===== src/rtl/control_unit.sv =====
// control_unit -- fetch/decode/execute sequencer for the six-instruction
// processor. Holds PC and IR, fetches from an asynchronous-read instruction
// memory and decodes each instruction into Moore control outputs for the
// register file, ALU, W_data mux and data memory.
//
// Optional feature macro: CONTROL_HALT_EN
//   defined   -> op 1111 enters a terminal HALT state (halted=1, PC frozen)
//   undefined -> op 1111 is a NOP, halted is tied to 0
//
// Ports:
//   clk, rst_n                  clock, asynchronous active-low reset
//   i_addr, i_rd, i_data        instruction memory address/strobe/word
//   d_addr, d_rd, d_wr          data memory address and strobes
//   rf_w_data                   8-bit constant for LDC
//   rf_w_addr/rp_addr/rq_addr   register-file addresses
//   rf_w_wr/rp_rd/rq_rd         register-file strobes
//   rf_s                        W_data select (00 ALU, 01 dmem, 10 const)
//   alu_s                       ALU op (00 bypass, 01 add, 10 sub)
//   rf_rp_zero                  Rp-port data is zero (for JMPZ)
//   halted                      processor stopped
module control_unit #(
  parameter int WIDTH   = 16,
  parameter int REGBITS = 4,
  parameter int PCBITS  = 16
) (
  input  logic               clk,
  input  logic               rst_n,
  output logic [PCBITS-1:0]  i_addr,
  output logic               i_rd,
  input  logic [WIDTH-1:0]   i_data,
  output logic [7:0]         d_addr,
  output logic               d_rd,
  output logic               d_wr,
  output logic [7:0]         rf_w_data,
  output logic [REGBITS-1:0] rf_w_addr,
  output logic [REGBITS-1:0] rf_rp_addr,
  output logic [REGBITS-1:0] rf_rq_addr,
  output logic               rf_w_wr,
  output logic               rf_rp_rd,
  output logic               rf_rq_rd,
  output logic [1:0]         rf_s,
  output logic [1:0]         alu_s,
  input  logic               rf_rp_zero,
  output logic               halted
);

  typedef enum logic [3:0] {
    S_INIT, S_FETCH, S_DECODE, S_LOAD, S_STORE, S_ADD,
    S_LDC, S_SUB, S_JMPZ, S_JMPZ_JMP
`ifdef CONTROL_HALT_EN
    , S_HALT
`endif
  } state_t;

  state_t             state, state_next;
  logic [PCBITS-1:0]  pc;
  logic [WIDTH-1:0]   ir;

  // Instruction fields
  logic [3:0]         op;
  logic [REGBITS-1:0] ra, rb, rc;
  logic [7:0]         d;
  logic signed [7:0]  off;

  assign op  = ir[15:12];
  assign ra  = REGBITS'(ir[11:8]);
  assign rb  = REGBITS'(ir[7:4]);
  assign rc  = REGBITS'(ir[3:0]);
  assign d   = ir[7:0];
  assign off = signed'(ir[7:0]);

  // NOTE: sequential state uses non-blocking assignments so every register
  // samples pre-edge values, independent of statement order.
  always_ff @(posedge clk or negedge rst_n) begin
    if (!rst_n) begin
      state <= S_INIT;
      pc    <= '0;
      ir    <= '0;
    end else begin
      state <= state_next;
      case (state)
        S_INIT:     pc <= '0;
        S_FETCH: begin
          ir <= i_data;
          pc <= pc + 1'b1;
        end
        // PC already points past the JMPZ, so subtract one to land on
        // JMPZ address + off. Sign-extending cast; wraps modulo 2^PCBITS.
        S_JMPZ_JMP: pc <= pc + PCBITS'(off) - 1'b1;
        default:    ;
      endcase
    end
  end

  // Next-state and Moore outputs.
  // NOTE: every output gets a default first so no path infers a latch.
  always_comb begin
    state_next = state;
    i_addr     = '0;
    i_rd       = 1'b0;
    d_addr     = '0;
    d_rd       = 1'b0;
    d_wr       = 1'b0;
    rf_w_data  = '0;
    rf_w_addr  = '0;
    rf_rp_addr = '0;
    rf_rq_addr = '0;
    rf_w_wr    = 1'b0;
    rf_rp_rd   = 1'b0;
    rf_rq_rd   = 1'b0;
    rf_s       = 2'b00;
    alu_s      = 2'b00;
    halted     = 1'b0;

    case (state)
      S_INIT:  state_next = S_FETCH;
      S_FETCH: begin
        i_addr     = pc;
        i_rd       = 1'b1;
        state_next = S_DECODE;
      end
      S_DECODE: begin
        case (op)
          4'b0000: state_next = S_LOAD;
          4'b0001: state_next = S_STORE;
          4'b0010: state_next = S_ADD;
          4'b0011: state_next = S_LDC;
          4'b0100: state_next = S_SUB;
          4'b0101: state_next = S_JMPZ;
`ifdef CONTROL_HALT_EN
          4'b1111: state_next = S_HALT;
`endif
          default: state_next = S_FETCH;  // unused opcodes are NOPs
        endcase
      end
      S_LOAD: begin
        d_addr     = d;
        d_rd       = 1'b1;
        rf_s       = 2'b01;
        rf_w_addr  = ra;
        rf_w_wr    = 1'b1;
        state_next = S_FETCH;
      end
      S_STORE: begin
        d_addr     = d;
        d_wr       = 1'b1;
        rf_rp_addr = ra;
        rf_rp_rd   = 1'b1;
        state_next = S_FETCH;
      end
      S_ADD, S_SUB: begin
        rf_rp_addr = rb;
        rf_rq_addr = rc;
        rf_rp_rd   = 1'b1;
        rf_rq_rd   = 1'b1;
        alu_s      = (state == S_ADD) ? 2'b01 : 2'b10;
        rf_s       = 2'b00;
        rf_w_addr  = ra;
        rf_w_wr    = 1'b1;
        state_next = S_FETCH;
      end
      S_LDC: begin
        rf_w_data  = d;
        rf_s       = 2'b10;
        rf_w_addr  = ra;
        rf_w_wr    = 1'b1;
        state_next = S_FETCH;
      end
      S_JMPZ: begin
        rf_rp_addr = ra;
        rf_rp_rd   = 1'b1;
        state_next = rf_rp_zero ? S_JMPZ_JMP : S_FETCH;
      end
      S_JMPZ_JMP: state_next = S_FETCH;
`ifdef CONTROL_HALT_EN
      S_HALT: begin
        halted     = 1'b1;
        state_next = S_HALT;
      end
`endif
      default: state_next = S_INIT;
    endcase
  end

endmodule

===== config.mk =====
export PLATFORM = sky130hd
export DESIGN_NAME = control_unit
export DESIGN_NICKNAME = d
export VERILOG_FILES = /design/src/rtl/control_unit.sv
export SDC_FILE = /design/constraint.sdc
export NUM_CORES = 1
export LEC_CHECK = 0
export ABC_AREA = 1
export CORE_MARGIN = 4
export CORE_UTILIZATION = 57
export CTS_BUF_LIST = sky130_fd_sc_hd__clkbuf_8
export DETAILED_ROUTE_END_ITERATION = 10
export GPL_TIMING_DRIVEN = 0
export PLACE_DENSITY = 0.93
export SLEW_MARGIN = 20
export SYNTH_ARGS = -nofsm -noshare
export SYNTH_HDL_FRONTEND = slang
export SYNTH_SLANG_ARGS = --single-unit

===== constraint.sdc =====
create_clock -name clk -period 3.15 [get_ports clk]
set_clock_uncertainty 0.1 [all_clocks]
set_input_delay 0.63 -clock clk [delete_from_list [all_inputs] [get_ports clk]]
set_output_delay 0.63 -clock clk [all_outputs]
set_load 0.02 [all_outputs]

; ---- Word level (Yosys, flattened, before mapping)
; Index checks and enable logic that the tools add are counted.
[classes]
addsub = 3
multipliers = 0
div = 0
order_cmp = 0
n_eq_ne = 14
shift = 0
n_mux = 19
bitwise = 0
reduce_logical = 9
[op_table]
columns = operator, n
row1 = case mux 16 bit (3 select lines), 1
row2 = equality test 4 x 3 -> 1 bit (second input constant), 6
row3 = case mux 4 bit (6 select lines), 1
row4 = adder 16 x 1 -> 16 bit (second input constant), 1
row5 = adder 16 bit, 1
row6 = equality test 4 x 2 -> 1 bit (second input constant), 4
row7 = two-way mux 16 bit, 1
row8 = two-way mux 8 bit, 2
row9 = case mux 4 bit (4 select lines), 1
row10 = subtractor 16 x 1 -> 16 bit (second input constant), 1
row11 = two-way mux 4 bit, 3
row12 = equality test 4 x 1 -> 1 bit (second input constant), 2
row13 = equality test 4 bit (second input constant), 2
row14 = logical NOT 4 bit, 2
row15 = case mux 4 bit (2 select lines), 1
row16 = OR reduction 4 bit, 2
row17 = OR reduction 7 bit, 1
row18 = two-way mux 1 bit, 6
row19 = OR reduction 2 bit, 3
row20 = two-way mux 2 bit, 2
row21 = case mux 2 bit (2 select lines), 1
row22 = nonzero test 3 bit, 1
[totals]
reg_bits = 36
latchBits = 0
ram_bits = 0
mem_bits_ro = 0
in_bits = 19
mem_count = 0

; ---- Depth between registers and ports, before layout
; Gate-level depths: netlist of run 1.
[logic_depth]
depth_word = 3
ltp_mapped = 14
mapped_depth_nobuf = 14

; ---- Worst setup path after synthesis of run 1
; Ideal clock, no wire load.
[synth_path]
path_type = flip-flop to output port
start = register state[3]
end = output rf_w_addr[0]
t_arrival_ps = 1797
required_ps = 2420
slack_ps = 623
stages_incl_launch_ff = 6
n_path_buf = 0
path_cell_list = dfrtp_1 -> inv_1 -> nand2_2 -> nor3_1 -> nor2_1 -> nor2_1
[synth_between]
elab_chain_cells = 3
[synth_lines]
columns = item, line_no
row1 = "start, declared", 55  ; state_t state, state_next;
row2 = "start signal, assigned", 80  ; state <= state_next;
row3 = equality test 4 x 3 -> 1 bit / equality test 4 x 2 -> 1 bit (equally long branches), 115  ; case (state)
row4 = OR reduction 4 bit (no line) *, n/a
row5 = two-way mux 4 bit *, 115
row6 = "end, declared", 35  ; output logic [REGBITS-1:0] rf_w_addr,
; Mark *: on every way between the ends. The rest lies on a longest branch, timed or not.

; ---- Worst setup path in the final report of run 1
[layout_path]
start = register state[1]
end = output i_addr[6]
[layout_between]
elab_chain_cells = 2
[layout_lines]
columns = item, line_no
row1 = equality test 4 x 1 -> 1 bit, 115
row2 = two-way mux 16 bit, 115
row3 = "end, declared", 28  ; output logic [PCBITS-1:0] i_addr,
; Every way passes these cells.

==> metrics.md, run 1 <==
| Metric | Value |
|---|---|
| Status | `finished clean` |
| Critical path endpoint category | `output port` |
| Crit path from | `state[1]` |
| Row count | `27` |
| Hold buffers post-CTS | `0` |
| Max-cap violations | `0` |
| Grt ovf | `0` |
| Vias in the first global route | `3699` |
| P_int | `2.12 mW` |
| Antenna violations before repair | `0` |
| Layout Nets | `652` |
| Multi-input logic area | `0.00191 mm^2` |
| FMAX | `330 MHz` |
| Placer Congestion | `0.920` |
| Core area | `0.00554 mm^2` |
| RR Startpoint | `ir[1]` |
| Pwr dens | `1120 mW/mm^2` |
| Leakage | `2.26 nW` |
| Number of buffers created by CTS | `5` |
| R2R setup slack | `0.66 ns` |
| Worst Tran Pin Value | `0.637 ns` |
| Root buffer cell | `clkbuf_8` |
| Clk_lat worst skew | `0.29 ns` |
| Antenna-violating nets left | `0` |
| FF/Latch Area | `901 um^2` |
| Slew Limit Fails | `0` |
| FF+latch count, synth | `36` |
| Ports | `74` |
| DP Area | `0.00412 mm^2` |
| CP Max Fanout | `10` |
| Net Sw Frac | `55.2%` |
| DRC viols | `0` |
| Depth of the CTS H-tree | `2` |
| Max Root-Sink Buffers | `2` |
| Via count | `3694` |
| FF-to-FF End | `pc[13]` |
| Fraction of layout cells with a size suffix above 1 | `5.97%` |
| DIE WIDTH | `84.0 um` |
| Initial Util | `59.4%` |
| DIE HEIGHT | `84.0 um` |
| Sw power | `2.62 mW` |
| Synthesis Warnings | `0` |
| Crit path to | `i_addr[6]` |
| CP Data Required Time | `2.42 ns` |
| WS Path Type | `reg2out` |
| Post-route cell area | `0.00424 mm^2` |
| Final hold viol count | `0` |
| TritonRoute pass-1 iters | `5` |
| Sink Count | `36` |
| Dpl hpwl | `7730 um` |
| Area grow syn2layout | `29.0%` |
| Die area | `0.00705 mm^2` |
| Reg2reg path depth | `12` |
| Post-synthesis cell area | `0.00329 mm^2` |
| Filler cell count | `405` |
| ANT cells | `0` |
| Worst-path clk slew | `0.08 ns` |
| DR WL/cell | `14.5 um` |
| Clk pwr share | `8.6%` |
| Port Buf Inserts | `72` |
| Part of the power in registers | `15.9%` |
| Syn Area/Cell | `6.30 um^2` |
| Period minus WS final | `3.03 ns` |
| Hold crit path type | `in2async` |
| DR vias/cell | `5.47` |
| Fin util | `76.6%` |
| Post-synthesis sequential area ratio | `27.4%` |
| Overall routing resource usage | `28.2%` |
| Post-synthesis net count | `572` |
| Comb pwr share | `75.5%` |
| Post-route clock period utilization | `96.2%` |
| Overall Power | `4.74 mW` |
| Worst Setup Start Kind | `flop` |
| Largest net degree at the start of global routing | `32` |
| Final WL | `9780 um` |
| TritonCTS clock tree | `yes` |
| First-pass GRT wire length | `16200 um` |
| Worst vdd ir | `0.770 mV` |
| First-iteration detailed-routing DRC count | `285` |
| Final setup viols | `0` |
| Worst path arrival time | `2.30 ns` |
| Slew HR | `57.3%` |
| Distinct cells, synth | `33` |
| Post-Synthesis Cells | `522` |
| Setup Buffers After CTS | `0` |
repair_timing:
action | 4_1_cts | 5_1_grt
endpoints found under the setup margin | 0 | 19
endpoints found under the hold margin | 0 | 0
gates resized for setup | 0 | 8
sequential cells by signal (all words and copies together), names as in the netlist:
signal and flops:
pc 16, ir 16, state 4
routing by layer:
layer	global-route usage [%]	wire length, um	up-vias
li1	-	-	1778
met1	33.7	3930	1683
met2	48.6	4750	197
met3	5.92	786	36
met4	12.6	306	0
met5	0	0	-
through the flow:
step	setup WS, ns	instances	hold slack [ns]	TNS [ns]
floorplan	0.623	522	0.234	0
global placement	0.434	666	0.405	0
detailed placement	0.351	667	0.376	0
CTS	0.0305	675	0.0605	0
global route	-0.00124	675	0.0549	-0.00124
finish	0.121	675	0.0625	0
critical path, stage by stage, from the launching register on:
cell,delay [ns]
dfrtp_1,0.41
inv_1,0.16
nand2_2,0.13
nor2_8,0.23
inv_4,0.12
buf_2,0.22
nor2_1,0.12
clkdlybuf4s50_1,0.61
cell usage after synthesis:
library cell	n	area, um^2
buf_4	2	15.0
xor2_1	2	17.5
and2_1	1	6.26
nor2_2	9	56.3
a21oi_1	12	60.1
nor2_1	66	248
inv_4	1	6.26
o22ai_1	4	25.0
fa_1	1	20.0
inv_1	113	424
nor3_1	4	20.0
o41ai_1	1	8.76
nand3b_1	2	15.0
o21ai_1	2	10.0
o211ai_2	1	12.5
or2_2	1	6.26
buf_2	6	30.0
nand2_2	2	12.5
xnor2_1	2	17.5
a31o_2	1	8.76
conb_1	1	3.75
nor2_8	1	20.0
clkinv_1	2	7.51
o221ai_1	2	17.5
o21bai_1	1	7.51
dfrtp_1	36	901
ha_1	30	375
nor2_4	1	11.3
nand2_1	135	507
nand3_1	41	205
o21ai_0	27	135
nand4_1	9	56.3
o211ai_1	3	22.5
power groups by stage:
stage | Sequential (mW) | Clock [mW] | Combinational [mW]
4_1_cts | 0.747 | 0.403 | 3.54
5_1_grt | 0.772 | 0.425 | 4.04
3_3_place_gp | 0.738 | 0 | 3.35
6_report | 0.752 | 0.409 | 3.57
2_1_floorplan | 0.722 | 0 | 2.57
3_5_place_dp | 0.754 | 0 | 3.51
worst min path at each step:
stage                     endpoint  startpoint
after floorplan              ir[0]       rst_n
after global placement      pc[10]      pc[10]
after detailed placement  state[0]       rst_n
after CTS                    ir[7]       rst_n
after global routing         ir[7]       rst_n
final                        ir[7]       rst_n
logic make-up (layout without fill, tap and decap cells):
family / after synthesis / in the layout / synth area share [%]
DFF: 36 / 36 / 27.4
adders and majority gates: 31 / 31 / 12.0
xor gates and xnor gates: 4 / 4 / 1.07
other: 1 / 1 / 0.114
AOI/OAI and AO/OA: 54 / 54 / 9.36
buffers and inverters: 124 / 205 / 14.7
and+or+nand+nor: 272 / 272 / 35.4
placed cells by master, fill, tap and decap left out, types with 2 or more instances in the layout:
| cell type | instances |
|---|---|
| xor2_1 | 2 |
| o21ai_1 | 2 |
| inv_1 | 114 |
| o211ai_1 | 3 |
| nand3b_1 | 2 |
| ha_1 | 30 |
| o221ai_1 | 2 |
| dlymetal6s2s_1 | 6 |
| o22ai_1 | 4 |
| xnor2_1 | 2 |
| dfrtp_1 | 36 |
| nor2_1 | 66 |
| a21oi_1 | 12 |
| nand2_1 | 135 |
| clkbuf_8 | 5 |
| clkdlybuf4s50_1 | 65 |
| buf_4 | 2 |
| nand4_1 | 9 |
| nor2_2 | 9 |
| nand2_2 | 2 |
| o21ai_0 | 27 |
| nor3_1 | 3 |
| nand3_1 | 41 |
| buf_2 | 7 |
cell type report:
type	count	area share, %
Multi-Input combinational cell	362	45.0
Sequential cell	36	21.2
Timing Repair Buffer	73	17.7
Inverter	116	10.3
Tap cell	72	2.12
Clock buffer	5	1.62
Buffer	8	1.06
Clock inverter	3	0.914
Note: power is estimated with default switching activity, not from simulation.
==> run 2, diff against run 1 <==
Settings changed: ABC_AREA 1 to not set, CORE_UTILIZATION 57 to 56, PLACE_DENSITY 0.93 to 0.92.
Clock period 3.15 ns to 3.81 ns, I/O delays scaled along.
==> metrics.md, run 2 <==
| Metric | Value |
|---|---|
| Status | `finished clean` |
| Post-Synthesis Cells | `417` |
| Min Hold Slack | `0.231 ns` |
| Commonest non-fill, non-tap cell in the layout | `clkdlybuf4s50_1` |
| Number of buffers created by CTS | `5` |
| Unrepaired setup endpoints after global routing | `no` |
| Worst vdd ir | `0.946 mV` |
| Post-synthesis cell area | `0.00318 mm^2` |
| FF+latch count, synth | `36` |
| WS Path Type | `reg2out` |
| Layout Nets | `547` |
| Setup slack after layout | `0.281 ns` |
| Setup Buffers After CTS | `0` |
| Layout Cells excl Fill | `570` |
| Clk_lat worst skew | `0.29 ns` |
| Via count | `3320` |
| Slew HR | `29.1%` |
| Placement Setup Slack | `0.648 ns` |
| Sink Count | `36` |
| Total negative slack | `0 ns` |
| Final hold viol count | `0` |
| Most used DFF post-synth | `dfrtp_1` |
| Biggest regs | `ir (16), pc (16), state (4)` |
| DIE WIDTH | `83.3 um` |
| Worst path most repeated cell | `buf_2` |
| Overall Power | `3.89 mW` |
| DIE HEIGHT | `83.3 um` |
| TritonRoute pass-1 iters | `5` |
| Hold crit path type | `in2async` |
| Fin util | `74.3%` |
| Worst-path cell chain | `nand2b_2 -> or3_1 -> buf_2 -> clkbuf_1 -> buf_2 -> nor2_1 -> clkdlybuf4s50_1` |
| First-iteration detailed-routing DRC count | `283` |
| Dpl hpwl | `6960 um` |
| Distinct cells, synth | `62` |
| Worst Tran Pin Value | `1.06 ns` |
| Pwr dens | `950 mW/mm^2` |
| FF/Latch Area | `901 um^2` |
| Vias in the first global route | `3248` |
| Antenna violations before repair | `0` |
| Post-route cell area | `0.00409 mm^2` |
| Syn Area/Cell | `7.62 um^2` |
| Synth top area cells | `dfrtp_1, ha_1, nand2_1, inv_1, o21ai_0` |
| CP Data Required Time | `2.95 ns` |
| FMAX | `283 MHz` |
| TritonCTS clock tree | `yes` |
| DR vias/cell | `5.82` |
| Max-cap violations | `0` |
| ANT cells | `0` |
| Core area | `0.00551 mm^2` |
| Largest net degree at the start of global routing | `27` |
| Yosys top cell by area | `dfrtp_1` |
| DP Area | `0.00400 mm^2` |
| Depth of the CTS H-tree | `2` |
| Initial Util | `57.7%` |
| Row count | `27` |
| Fraction of layout cells with a size suffix above 1 | `5.82%` |
| Antenna-violating nets left | `0` |
| Yosys top cell area share | `28.4%` |
| Leakage | `1.85 nW` |
| Synthesis Warnings | `0` |
| Final WL | `9000 um` |
| Critical path endpoint category | `output port` |
| Slew Limit Fails | `0` |
| Post-synth ARST share | `100%` |
| Worst-path clk slew | `0.08 ns` |
| Synth top cells by count | `nand2_1, inv_1, dfrtp_1, nor2_1` |
| Area grow syn2layout | `28.8%` |
| Post-route clock period utilization | `92.6%` |
| Post_cts resized | `0` |
| Period minus WS final | `3.53 ns` |
| Placer Congestion | `0.922` |
| Worst Setup Start Kind | `flop` |
| Final setup viols | `0` |
| Most frequent cells in the layout | `clkdlybuf4s50_1, nand2_1, inv_1` |
| Multi-input logic area | `0.00197 mm^2` |
| DRC viols | `0` |
| Ports | `74` |
| Post-synth EDFFs | `0` |
| Worst path arrival time | `2.67 ns` |
| DR WL/cell | `15.8 um` |
| CP Max Fanout | `10` |
| Port Buf Inserts | `72` |
| Overall routing resource usage | `26.4%` |
| Filler cell count | `438` |
| Hold buffers post-CTS | `0` |
| Die area | `0.00694 mm^2` |
| Post-synthesis net count | `467` |
| Top-count cell post-synth | `nand2_1` |
| Max incr delay on CP | `0.62 ns` |
| Root buffer cell | `clkbuf_8` |
| Post-synthesis sequential area ratio | `28.4%` |
| First-pass GRT wire length | `15100 um` |
| Max Root-Sink Buffers | `2` |
| Highest-delay cell along the critical path | `clkdlybuf4s50_1` |
| Grt ovf | `0` |
| Placed Cells | `562` |
==> run 2: cell types whose count changed after synthesis, sizes merged, moves of 15 or more <==
cell | before | now
nand2 | 137 | 59
inv | 114 | 53
nor2 | 77 | 33
nand3 | 41 | 6
nor3 | 4 | 24
and2 | 1 | 16
==> run 2: report_power, final <==
| group | total [mW] | internal (mW) | leakage (nW) | switching (mW) |
|---|---|---|---|---|
| logic | 2.97 | 1.19 | 1.33 | 1.77 |
| clock network | 0.275 | 0.142 | 0.0538 | 0.133 |
| registers | 0.645 | 0.517 | 0.467 | 0.128 |
==> run 2: logic make-up after synthesis <==
logic type	after synthesis	share of synthesized area, %
AND/OR/NAND/NOR	172	26.6
other	1	0.118
flip-flops	36	28.4
adder cells (fa/ha/maj)	31	12.5
AO/OA/AOI/OAI	91	19.1
XOR/XNOR	14	3.86
buffers and inverters	72	9.46
==> run 2: metal layers <==
metal  track usage (%)  wire length (um)  up-vias
met3              6.35               611       28
met1              31.6              3670     1554
li1                  -                 -     1594
met4              10.8               299        0
met5                 0                 0        -
met2              45.0              4420      144
==> run 2: area by class of cell <==
class	count	share of cell area, %
buffer	17	2.17
clock buffer	6	2.02
clock inverter	2	0.183
inverter	55	5.17
multi-input combinational	309	48.3
sequential	36	22.0
tap	72	2.20
timing repair buffer	73	18.0
==> run 2: path summary, 6_finish.rpt <==
path | start | endpoint | slack (ns) | depth (start not counted)
min in group clk | ir[15] | ir[15] | 0.38 | 2
max | state[1] | i_addr[8] | 0.28 | 7
max in group asynchronous | rst_n | pc[1] | 2.95 | 2
max reg2reg | pc[1] | pc[15] | 0.70 | 12
min | rst_n | pc[13] | 0.23 | 1
min reg2reg | ir[15] | ir[15] | 0.38 | 2
==> run 2: worst max-delay path, delay by kind of cell (launching register included) <==
kind | cells | cell delay [ns]
flops | 1 | 0.39
simple gates | 3 | 0.65
buf+inv | 4 | 1.36
